## src/rtl/seg7_pkg.sv

```systemverilog
`default_nettype none
// ============================================================================
// Module      : seg7_pkg
// Description : Shared types and active-low 7-segment patterns (bit 6 = a,
//               bit 0 = g) for the two-digit hex display link.
// Revision    : 1.0 - initial release
// ============================================================================
package seg7_pkg;

    typedef logic [6:0] seg_t;
    typedef logic [3:0] nibble_t;

    localparam seg_t SEG_0 = 7'b0000001;
    localparam seg_t SEG_1 = 7'b1001111;
    localparam seg_t SEG_2 = 7'b0010010;
    localparam seg_t SEG_3 = 7'b0000110;
    localparam seg_t SEG_4 = 7'b1001100;
    localparam seg_t SEG_5 = 7'b0100100;
    localparam seg_t SEG_6 = 7'b0100000;
    localparam seg_t SEG_7 = 7'b0001111;
    localparam seg_t SEG_8 = 7'b0000000;
    localparam seg_t SEG_9 = 7'b0000100;
    localparam seg_t SEG_A = 7'b0001000;
    localparam seg_t SEG_B = 7'b1100000;
    localparam seg_t SEG_C = 7'b0110001;
    localparam seg_t SEG_D = 7'b1000010;
    localparam seg_t SEG_E = 7'b0110000;
    localparam seg_t SEG_F = 7'b0111000;

endpackage
`default_nettype wire

```

## src/rtl/seg7_decode.sv

```systemverilog
`default_nettype none
// ============================================================================
// Module      : seg7_decode
// Description : Combinational reverse lookup of a segment pattern to its hex
//               nibble; hit is low when the pattern is not a hex glyph.
// Revision    : 1.0 - initial release
// ============================================================================
module seg7_decode
    import seg7_pkg::*;
(
    input  seg_t    seg,
    output nibble_t nib,
    output logic    hit
);

    // Table lookup; unknown patterns report a miss with a zero nibble
    always_comb begin
        nib = 4'h0;
        hit = 1'b1;
        case (seg)
            SEG_0:   nib = 4'h0;
            SEG_1:   nib = 4'h1;
            SEG_2:   nib = 4'h2;
            SEG_3:   nib = 4'h3;
            SEG_4:   nib = 4'h4;
            SEG_5:   nib = 4'h5;
            SEG_6:   nib = 4'h6;
            SEG_7:   nib = 4'h7;
            SEG_8:   nib = 4'h8;
            SEG_9:   nib = 4'h9;
            SEG_A:   nib = 4'hA;
            SEG_B:   nib = 4'hB;
            SEG_C:   nib = 4'hC;
            SEG_D:   nib = 4'hD;
            SEG_E:   nib = 4'hE;
            SEG_F:   nib = 4'hF;
            default: hit = 1'b0;
        endcase
    end

endmodule
`default_nettype wire

```

## src/rtl/seg7_rx.sv

```systemverilog
`default_nettype none
// ============================================================================
// Module      : seg7_rx
// Description : Receives the multiplexed two-digit 7-segment bus, filters it
//               for stability, decodes each digit and presents {hi, lo} on a
//               valid/ready output with sticky error flags.
// Revision    : 1.0 - initial release
// ============================================================================
module seg7_rx
    import seg7_pkg::*;
#(
    parameter int STABLE_CYCLES = 4,
    parameter int CNT_W         = $clog2(STABLE_CYCLES + 1)
) (
    input  logic       clk,
    input  logic       rst_n,
    input  logic [6:0] seg_in,
    input  logic [1:0] dig_sel,
    output logic [7:0] out_data,
    output logic       out_valid,
    input  logic       out_ready,
    input  logic       clr,
    output logic       bad_seg,
    output logic       overrun
);

    localparam logic [CNT_W-1:0] c_cnt_max = CNT_W'(STABLE_CYCLES);
    localparam logic [CNT_W-1:0] c_cnt_cap = CNT_W'(STABLE_CYCLES - 1);

    logic [8:0]       r_smp;
    logic [CNT_W-1:0] r_cnt;
    nibble_t          r_lo;
    nibble_t          r_hi;
    logic             r_lo_vld;
    logic             r_hi_vld;
    logic [7:0]       r_out_data;
    logic             r_out_valid;
    logic             r_bad_seg;
    logic             r_overrun;

    logic [8:0] w_in;
    logic       w_same;
    logic       w_cap;
    nibble_t    w_nib;
    logic       w_hit;
    logic       w_cap_lo;
    logic       w_cap_hi;
    logic       w_err;
    logic       w_asm;
    logic       w_ovr;

    seg7_decode u_decode (
        .seg (seg_in),
        .nib (w_nib),
        .hit (w_hit)
    );

    assign w_in   = {dig_sel, seg_in};
    assign w_same = (w_in == r_smp);
    // Fires once on the last edge of a STABLE_CYCLES-long run of equal samples
    assign w_cap  = w_same && (r_cnt == c_cnt_cap);

    assign w_cap_lo = w_cap && (dig_sel == 2'b01) && w_hit;
    assign w_cap_hi = w_cap && (dig_sel == 2'b10) && w_hit;
    assign w_err    = w_cap && ((dig_sel == 2'b11) ||
                                ((dig_sel != 2'b00) && !w_hit));

    assign w_asm = r_lo_vld && r_hi_vld && (!r_out_valid || out_ready);
    // A recapture coinciding with assembly refills an emptied slot, not an overrun
    assign w_ovr = !w_asm && ((w_cap_lo && r_lo_vld) || (w_cap_hi && r_hi_vld));

    // Stability filter: restart the run on any change, saturate otherwise
    always_ff @(posedge clk or negedge rst_n) begin
        if (!rst_n) begin
            r_smp <= '0;
            r_cnt <= '0;
        end else if (!w_same) begin
            r_smp <= w_in;
            r_cnt <= CNT_W'(1);
        end else if (r_cnt != c_cnt_max) begin
            r_cnt <= r_cnt + CNT_W'(1);
        end
    end

    // Nibble capture and pending flags; capture wins over assembly's clear
    always_ff @(posedge clk or negedge rst_n) begin
        if (!rst_n) begin
            r_lo     <= '0;
            r_hi     <= '0;
            r_lo_vld <= 1'b0;
            r_hi_vld <= 1'b0;
        end else begin
            if (w_cap_lo) begin
                r_lo     <= w_nib;
                r_lo_vld <= 1'b1;
            end else if (w_asm) begin
                r_lo_vld <= 1'b0;
            end
            if (w_cap_hi) begin
                r_hi     <= w_nib;
                r_hi_vld <= 1'b1;
            end else if (w_asm) begin
                r_hi_vld <= 1'b0;
            end
        end
    end

    // Output byte register with valid/ready handshake
    always_ff @(posedge clk or negedge rst_n) begin
        if (!rst_n) begin
            r_out_data  <= '0;
            r_out_valid <= 1'b0;
        end else if (w_asm) begin
            r_out_data  <= {r_hi, r_lo};
            r_out_valid <= 1'b1;
        end else if (r_out_valid && out_ready) begin
            r_out_valid <= 1'b0;
        end
    end

    // Sticky error flags; a new error in the clear cycle wins
    always_ff @(posedge clk or negedge rst_n) begin
        if (!rst_n) begin
            r_bad_seg <= 1'b0;
            r_overrun <= 1'b0;
        end else begin
            if (w_err)
                r_bad_seg <= 1'b1;
            else if (clr)
                r_bad_seg <= 1'b0;
            if (w_ovr)
                r_overrun <= 1'b1;
            else if (clr)
                r_overrun <= 1'b0;
        end
    end

    assign out_data  = r_out_data;
    assign out_valid = r_out_valid;
    assign bad_seg   = r_bad_seg;
    assign overrun   = r_overrun;

endmodule
`default_nettype wire

```

## config.mk

```make
export PLATFORM = sky130hd
export DESIGN_NAME = seg7_rx
export DESIGN_NICKNAME = d
export VERILOG_FILES = /design/src/rtl/seg7_pkg.sv /design/src/rtl/seg7_decode.sv /design/src/rtl/seg7_rx.sv
export SDC_FILE = /design/constraint.sdc
export NUM_CORES = 1
export LEC_CHECK = 0
export CORE_MARGIN = 1.5
export CORE_UTILIZATION = 34
export CTS_BUF_LIST = sky130_fd_sc_hd__clkbuf_16
export CTS_CLUSTER_SIZE = 10
export DETAILED_ROUTE_END_ITERATION = 12
export GPL_TIMING_DRIVEN = 0
export PLACE_DENSITY_LB_ADDON = 0.25
export SLEW_MARGIN = 20
export SYNTH_ARGS = -nofsm -noshare
export SYNTH_HDL_FRONTEND = slang
export SYNTH_HIERARCHICAL = 1
export SYNTH_SLANG_ARGS = --single-unit
```

## constraint.sdc

```tcl
create_clock -name clk -period 3.07 [get_ports clk]
set_clock_uncertainty 0.1 [all_clocks]
set_input_delay 0.614 -clock clk [delete_from_list [all_inputs] [get_ports clk]]
set_output_delay 0.614 -clock clk [all_outputs]
set_load 0.03 [all_outputs]
```

==> results of run 1 <==
## cell type report
class / count / area share [%]
tap: 70 / 3.67
buffer: 18 / 5.04
inverter: 9 / 1.42
multi-input combinational: 105 / 36.7
timing repair buffer: 29 / 11.7
sequential: 33 / 34.6
clock buffer: 5 / 5.25
clock inverter: 3 / 1.57
## cells by family (layout without fill, tap and decap cells)
group / Yosys count / count (layout) / synth area share, %
buffers and inverters: 27 / 64 / 7.56
xor gates and xnor gates: 13 / 13 / 6.32
and+or+nand+nor: 45 / 45 / 16.0
muxes: 16 / 16 / 10.8
AOI/OAI and AO/OA: 27 / 27 / 10.9
adders and majority gates: 4 / 4 / 2.64
DFF: 33 / 33 / 45.8
## synthesized netlist by cell type, types with 2 or more instances
cell / number / area share [%]
a21oi_1: 6 / 1.7
xor2_1: 11 / 5.3
mux2_4: 4 / 3.3
and3_1: 2 / 0.69
o21ai_0: 4 / 1.1
inv_1: 9 / 1.9
buf_4: 2 / 0.83
nor2_1: 8 / 1.7
dfrtp_1: 33 / 46
and4_1: 2 / 0.97
nor2b_1: 3 / 1.0
buf_6: 2 / 1.2
ha_1: 3 / 2.1
nand2_1: 7 / 1.5
buf_2: 5 / 1.4
nand3_1: 4 / 1.1
mux2_2: 12 / 7.5
a211oi_1: 2 / 0.83
clkbuf_1: 8 / 1.7
xnor2_1: 2 / 0.97
a32o_1: 2 / 1.1
nor3b_1: 2 / 0.83
nor3_1: 2 / 0.56
nand2b_1: 3 / 1.0
## routing by layer
metal  track usage (%)  wire length (um)  vias to the layer above
li1                  -                 -                      644
met1              21.0              1840                      633
met2              21.4              1760                       19
met3              3.97               132                        4
met4              5.16                34                        0
met5                 0                 0                        -
## metrics by stage
| step | total power [uW] | std cells | hold WS [ns] |
|---|---|---|---|
| floorplan | 545 | 165 | 0.218 |
| global placement | 595 | 258 | 0.386 |
| detailed placement | 599 | 259 | 0.328 |
| CTS | 1150 | 272 | 0.0389 |
| global route | 1190 | 272 | 0.0425 |
| finish | 1140 | 272 | 0.0423 |
## state kept, by name, summed over array words and instances (netlist names)
signal and count:
bad_seg 1, out_data 8, out_valid 1, overrun 1
r_cnt 3, r_hi 4, r_hi_vld 1, r_lo 4
r_lo_vld 1, r_smp 9
## path summary, 6_finish.rpt
check	endpoint	slack [ns]	cells past startpoint
min reg2reg	out_data[0]	0.40	1
max in group asynchronous	r_smp[6]	2.46	2
max reg2reg	r_lo[3]	1.00	5
min	r_smp[3]	0.04	1
min in group clk	out_data[0]	0.40	1
max	r_lo[3]	0.12	11
## where the power goes
| part | internal [uW] | total (uW) | switching [uW] |
|---|---|---|---|
| sequential | 452 | 461 | 8.83 |
| clock | 376 | 547 | 170 |
| combinational | 58.0 | 134 | 76.1 |
| total | 886 | 1140 | 255 |
## what timing repair did
item / CTS / global route
setup endpoints to repair: 9 / 10
gates resized for setup: 10 / 10
setup buffers: 5 / 0
pin swaps: 2 / 3
==> summary.md, run 1 <==
| Metric | Value |
|---|---|
| Final period util | 96.0% |
| PwrDens | 479 nW/um^2 |
| Max IR drop VDD | 0.000377 V |
| Buffers & Inverters on Critical Path | 3 |
| Most frequent cells in the layout | 33 x dfrtp_1, 16 x clkdlybuf4s50_1, 12 x mux2_2, 11 x xor2_1, 10 x inv_1 |
| Fmax | 0.339 GHz |
| Worst slew margin | 57.1% |
| RSZ-0062 raised after global routing | false |
| Synth Instances | 165 |
| Pin count of the biggest net entering global routing | 32 |
| Kind of critical path | in2reg |
| Startpoint Class | input port |
| Number of nets still failing antenna checks after routing | 0 |
| CTS hold repair buffers | 0 |
| Ys async rst share | 100% |
| Clock-pin slew on the worst setup and hold paths | 0.05 ns |
| CTS tree | done |
| DR iter-0 viols | 67 |
| DRC violations left | 0 |
| Max Slew Vio Count | 0 |
| GPL Wtd Cong | 0.860 |
| CP required | 3.13 ns |
| Worst Hold Class | in2async |
| Ys Warns | 6 |
| Core Rows | 26 |
| Worst path max stage delay | 0.47 ns |
| Commonest non-fill, non-tap cell in the layout | dfrtp_1 |
| Vias | 1300 |
| Detailed Route WL | 3770 um |
| Setup violations, final | 0 |
| Clk_lat worst skew | 0.27 ns |
| Post-synth net total | 181 |
| Die H | 75.8 um |
| Via-per-instance ratio | 4.78 |
| Crit-path leading delay family | buffers and inverters |
| Die ar. | 5750 um^2 |
| Fin worst setup slack | 0.123 ns |
| Mapped Area | 1800 um^2 |
| Ys flop type | dfrtp_1 |
| Crit path from | seg_in[1] |
| CP arrival | 3.00 ns |
| Area occupied by multi-input gates | 876 um^2 |
| Routed WL per cell | 13.8 um |
| CTS root buffer | clkbuf_16 |
| GRT Total Usage | 14.7% |
| Fillers | 485 |
| Starting Density | 35.3% |
| Die X | 75.8 um |
| Placed inst area | 2140 um^2 |
| CP cell instances | clkdlybuf4s50_1 -> buf_4 -> xor2_1 -> a32o_1 -> a21boi_2 -> o2111ai_2 -> nand2_1 -> and2b_1 -> and4_4 -> buf_6 -> mux2_4 |
| Register area | 826 um^2 |
| Sequential element share of the synthesized area | 45.8% |
| # IOs | 24 |
| Congestion Overflow GR | 0 |
| Slowest cell on crit path | clkdlybuf4s50_1 |
| Final hold vios | 0 |
| Syn avg cell area | 10.9 um^2 |
| DR pass1 iterations | 4 |
| Status | finished clean |
| Diode count | 0 |
| Tmin final | 2.95 ns |
| H-Tree Depth | 2 |
| Area Growth Syn to Fin | 32.3% |
| Leakage | 0.00108 uW |
| Fin nets | 217 |
| Core footprint | 5110 um^2 |
| Initial antenna violation count | 0 |
| Reg-to-Reg Start | r_smp[3] |
| Number of flops mapped to enable cells by yosys | 0 |
| Total CTS buffers | 5 |
| Dpl hpwl | 2590 um |
| Layout cells sized above 1 | 24.8% |
| Register bit count reported by yosys | 33 |
| Vias in the first global route | 1277 |
| Worst Setup Slack post-DPL | -0.481 ns |
| Clk buf depth | 2 |
| Final core utilization | 46.7% |
| Port bufs | 23 |
| Worst-path maximum fanout | 10 |
| Post-route setup TNS | 0 ns |
| CTS Sinks | 33 |
| Worst slew pin tran | 0.638 ns |
| Fin area | 2380 um^2 |
| Max cap viols | 0 |
| First-pass GRT wire length | 6210 um |
| Cell variety after synth | 51 |
| Crit end category | flip-flop |
No activity file was read; power rests on OpenSTA's default activity.
==> run 2: changes to the inputs <==
--- a/config.mk
+++ b/config.mk
@@ -5,7 +5,7 @@
 export SDC_FILE = /design/constraint.sdc
 export NUM_CORES = 1
 export LEC_CHECK = 0
-export CORE_MARGIN = 1.5
+export CORE_MARGIN = 3
 export CORE_UTILIZATION = 34
 export CTS_BUF_LIST = sky130_fd_sc_hd__clkbuf_16
 export CTS_CLUSTER_SIZE = 10
@@ -17,3 +17,4 @@
 export SYNTH_HDL_FRONTEND = slang
 export SYNTH_HIERARCHICAL = 1
 export SYNTH_SLANG_ARGS = --single-unit
+export TNS_END_PERCENT = 20
==> summary.md, run 2 (same netlist as run 1, synthesis figures left out) <==
| Metric | Value |
|---|---|
| Status | finished clean |
| Vias in the first global route | 1461 (+14%) |
| Power Total | 1060 uW (-7.5%) |
| Max reg flops | 9 (unchanged) |
| Final period util | 93.3% (-2.7 points) |
| Initial antenna violation count | 0 (unchanged) |
| Post-placement cell count | 255 (-1.5%) |
| Clock-pin slew on the worst setup and hold paths | 0.05 ns (about the same) |
| PwrDens | 456 nW/um^2 (-4.8%) |
| Dpl hpwl | 2710 um (+4.8%) |
| DR iter-0 viols | 77 (+15%) |
| Tmin final | 2.86 ns (-0.0837 ns) |
| Detailed Route WL | 3780 um (+0.48%) |
| GRT Total Usage | 13.8% (-0.89 points) |
| Worst-path maximum fanout | 10 (unchanged) |
| Worst slew pin tran | 0.718 ns (+0.0802 ns) |
| Number of nets still failing antenna checks after routing | 0 (unchanged) |
| Crit path from | seg_in[2] |
| Area occupied by multi-input gates | 878 um^2 (+0.29%) |
| Switching pwr | 255 uW (-0.17%) |
| Leakage | 0.00107 uW (-0.82%) |
| Kind of critical path | in2reg |
| Vias | 1323 (+1.8%) |
| Sw Ratio | 24.1% (+1.8 points) |
| Die ar. | 6210 um^2 (+8.1%) |
| Area Growth Syn to Fin | 28.5% |
| Commonest non-fill, non-tap cell in the layout | dfrtp_1 |
| Reg-to-Reg Start | r_smp[3] |
| Worst Reg-to-Reg Cells | 5 (unchanged) |
| Core footprint | 4910 um^2 (-3.8%) |
| CTS Sinks | 33 (unchanged) |
| CTS hold repair buffers | 0 (unchanged) |
| Congestion Overflow GR | 0 (unchanged) |
| Fillers | 466 (-3.9%) |
| Fin worst setup slack | 0.207 ns (+0.0837 ns) |
| First-pass GRT wire length | 6690 um (+7.8%) |
| Starting Density | 36.7% (+1.4 points) |
| Final hold vios | 0 (unchanged) |
| Gate power share | 12.4% (+0.6 points) |
| Max Slew Vio Count | 0 (unchanged) |
| Die X | 78.8 um (+4.0%) |
| Clk_lat worst skew | 0.27 ns (about the same) |
| DRC violations left | 0 (unchanged) |
| Finished Layout Cells | 264 (-2.9%) |
| CTS root buffer | clkbuf_16 |
| Hold_ws | 0.297 ns (+0.255 ns) |
| Reg2reg setup slack | 1.06 ns (+0.06 ns) |
| Max cap viols | 0 (unchanged) |
| CTS tree | done |
| Worst slew margin | 52.1% (-5.0 points) |
| Port bufs | 23 (unchanged) |
| R2R Path End | r_lo[2] |
| Setup violations, final | 0 (unchanged) |
| # IOs | 24 (unchanged) |
| Fmax | 0.349 GHz (+2.9%) |
| Crit end category | flip-flop |
| Part of the power in registers | 43.7% (+3.3 points) |
| Layout cells sized above 1 | 23.9% (-0.89 points) |
| Most frequent cells in the layout | 33 x dfrtp_1, 15 x clkdlybuf4s50_1, 12 x mux2_2, 11 x xor2_1, 10 x inv_1 |
| DR pass1 iterations | 4 (unchanged) |
| Via-per-instance ratio | 5.01 (+4.9%) |
| Die H | 78.8 um (+4.0%) |
| Int Pwr | 801 uW (-9.6%) |
| Fin nets | 212 (-2.3%) |
| H-Tree Depth | 2 (unchanged) |
| Diode count | 0 (unchanged) |
| Worst Hold Class | in2async |
| Clk pwr share | 43.9% (-4.0 points) |
| Register area | 826 um^2 (unchanged) |
| Core Rows | 25 (-3.8%) |
| RSZ-0062 raised after global routing | false |
| CP required | 3.13 ns (about the same) |
| Worst Setup Slack post-DPL | -0.410 ns (+0.0716 ns) |
| Startpoint Class | input port |
| Total CTS buffers | 5 (unchanged) |
| Pin count of the biggest net entering global routing | 34 (+6.3%) |
| Routed WL per cell | 14.3 um (+3.5%) |
| Largest register by flop count | r_smp |
| GPL Wtd Cong | 0.855 (-0.57%) |
| CP arrival | 2.92 ns (-0.08 ns) |
| Clk buf depth | 2 (unchanged) |
| Max IR drop VDD | 0.000276 V (-27%) |
-- run 2: cell types whose count changed in the layout (fill, tap and decap cells not counted), sizes merged --
cell and change:
buf -5, dlymetal6s2s +3, dlygate4sd2 -2, bufinv -1
clkdlybuf4s50 -1, clkinv +1
-- run 2: through the flow --
step	instance area [um^2]	TNS, ns	util [%]
floorplan	1800	0	-
global placement	2120	-3.59	43.1
detailed placement	2110	-3.59	43.0
CTS	2290	0	46.6
global route	2320	0	47.2
finish	2320	0	47.2
-- run 2: worst max path at each step --
stage	end
6_report	r_lo[2]
3_3_place_gp	r_lo[3]
4_1_cts	r_lo[0]
5_1_grt	r_lo[1]
3_5_place_dp	r_lo[3]
2_1_floorplan	r_lo[0]
-- run 2: cell type report --
type	instances	share of cell area [%]
timing repair buffer	24	10.3
sequential	33	35.6
tap	67	3.62
multi-input combinational	105	37.9
buffer	18	5.08
clock buffer	5	5.40
inverter	9	1.46
clock inverter	3	0.594
-- run 2: timing repair --
action,in CTS,in global routing
setup endpoints to repair,9,8
pin swaps,2,2
gates cloned,0,0
gates resized for setup,11,11
setup buffers,1,0
hold endpoints to repair,0,0
-- run 2: power by group through the flow --
stage | Combinational [uW] | Sequential (uW) | Clock [uW]
4_1_cts | 130 | 462 | 476
3_5_place_dp | 127 | 469 | 0
5_1_grt | 146 | 462 | 506
6_report | 130 | 461 | 464
2_1_floorplan | 74.7 | 470 | 0
3_3_place_gp | 124 | 468 | 0
-- run 2: worst max-delay path, stage by stage --
cell	delay (ns)
dlygate4sd2_1	0.32
buf_2	0.23
nor4b_1	0.45
a211oi_2	0.16
o2111ai_2	0.15
nand2_2	0.11
and2b_1	0.22
and4_4	0.24
buf_6	0.13
mux2_4	0.29
-- run 2: layer usage --
layer	vias to the layer above	wire length, um	global-route usage, %
li1	636	-	-
met1	639	1720	17.1
met2	36	1780	22.2
met3	12	182	4.99
met4	0	97	5.15
met5	-	0	0
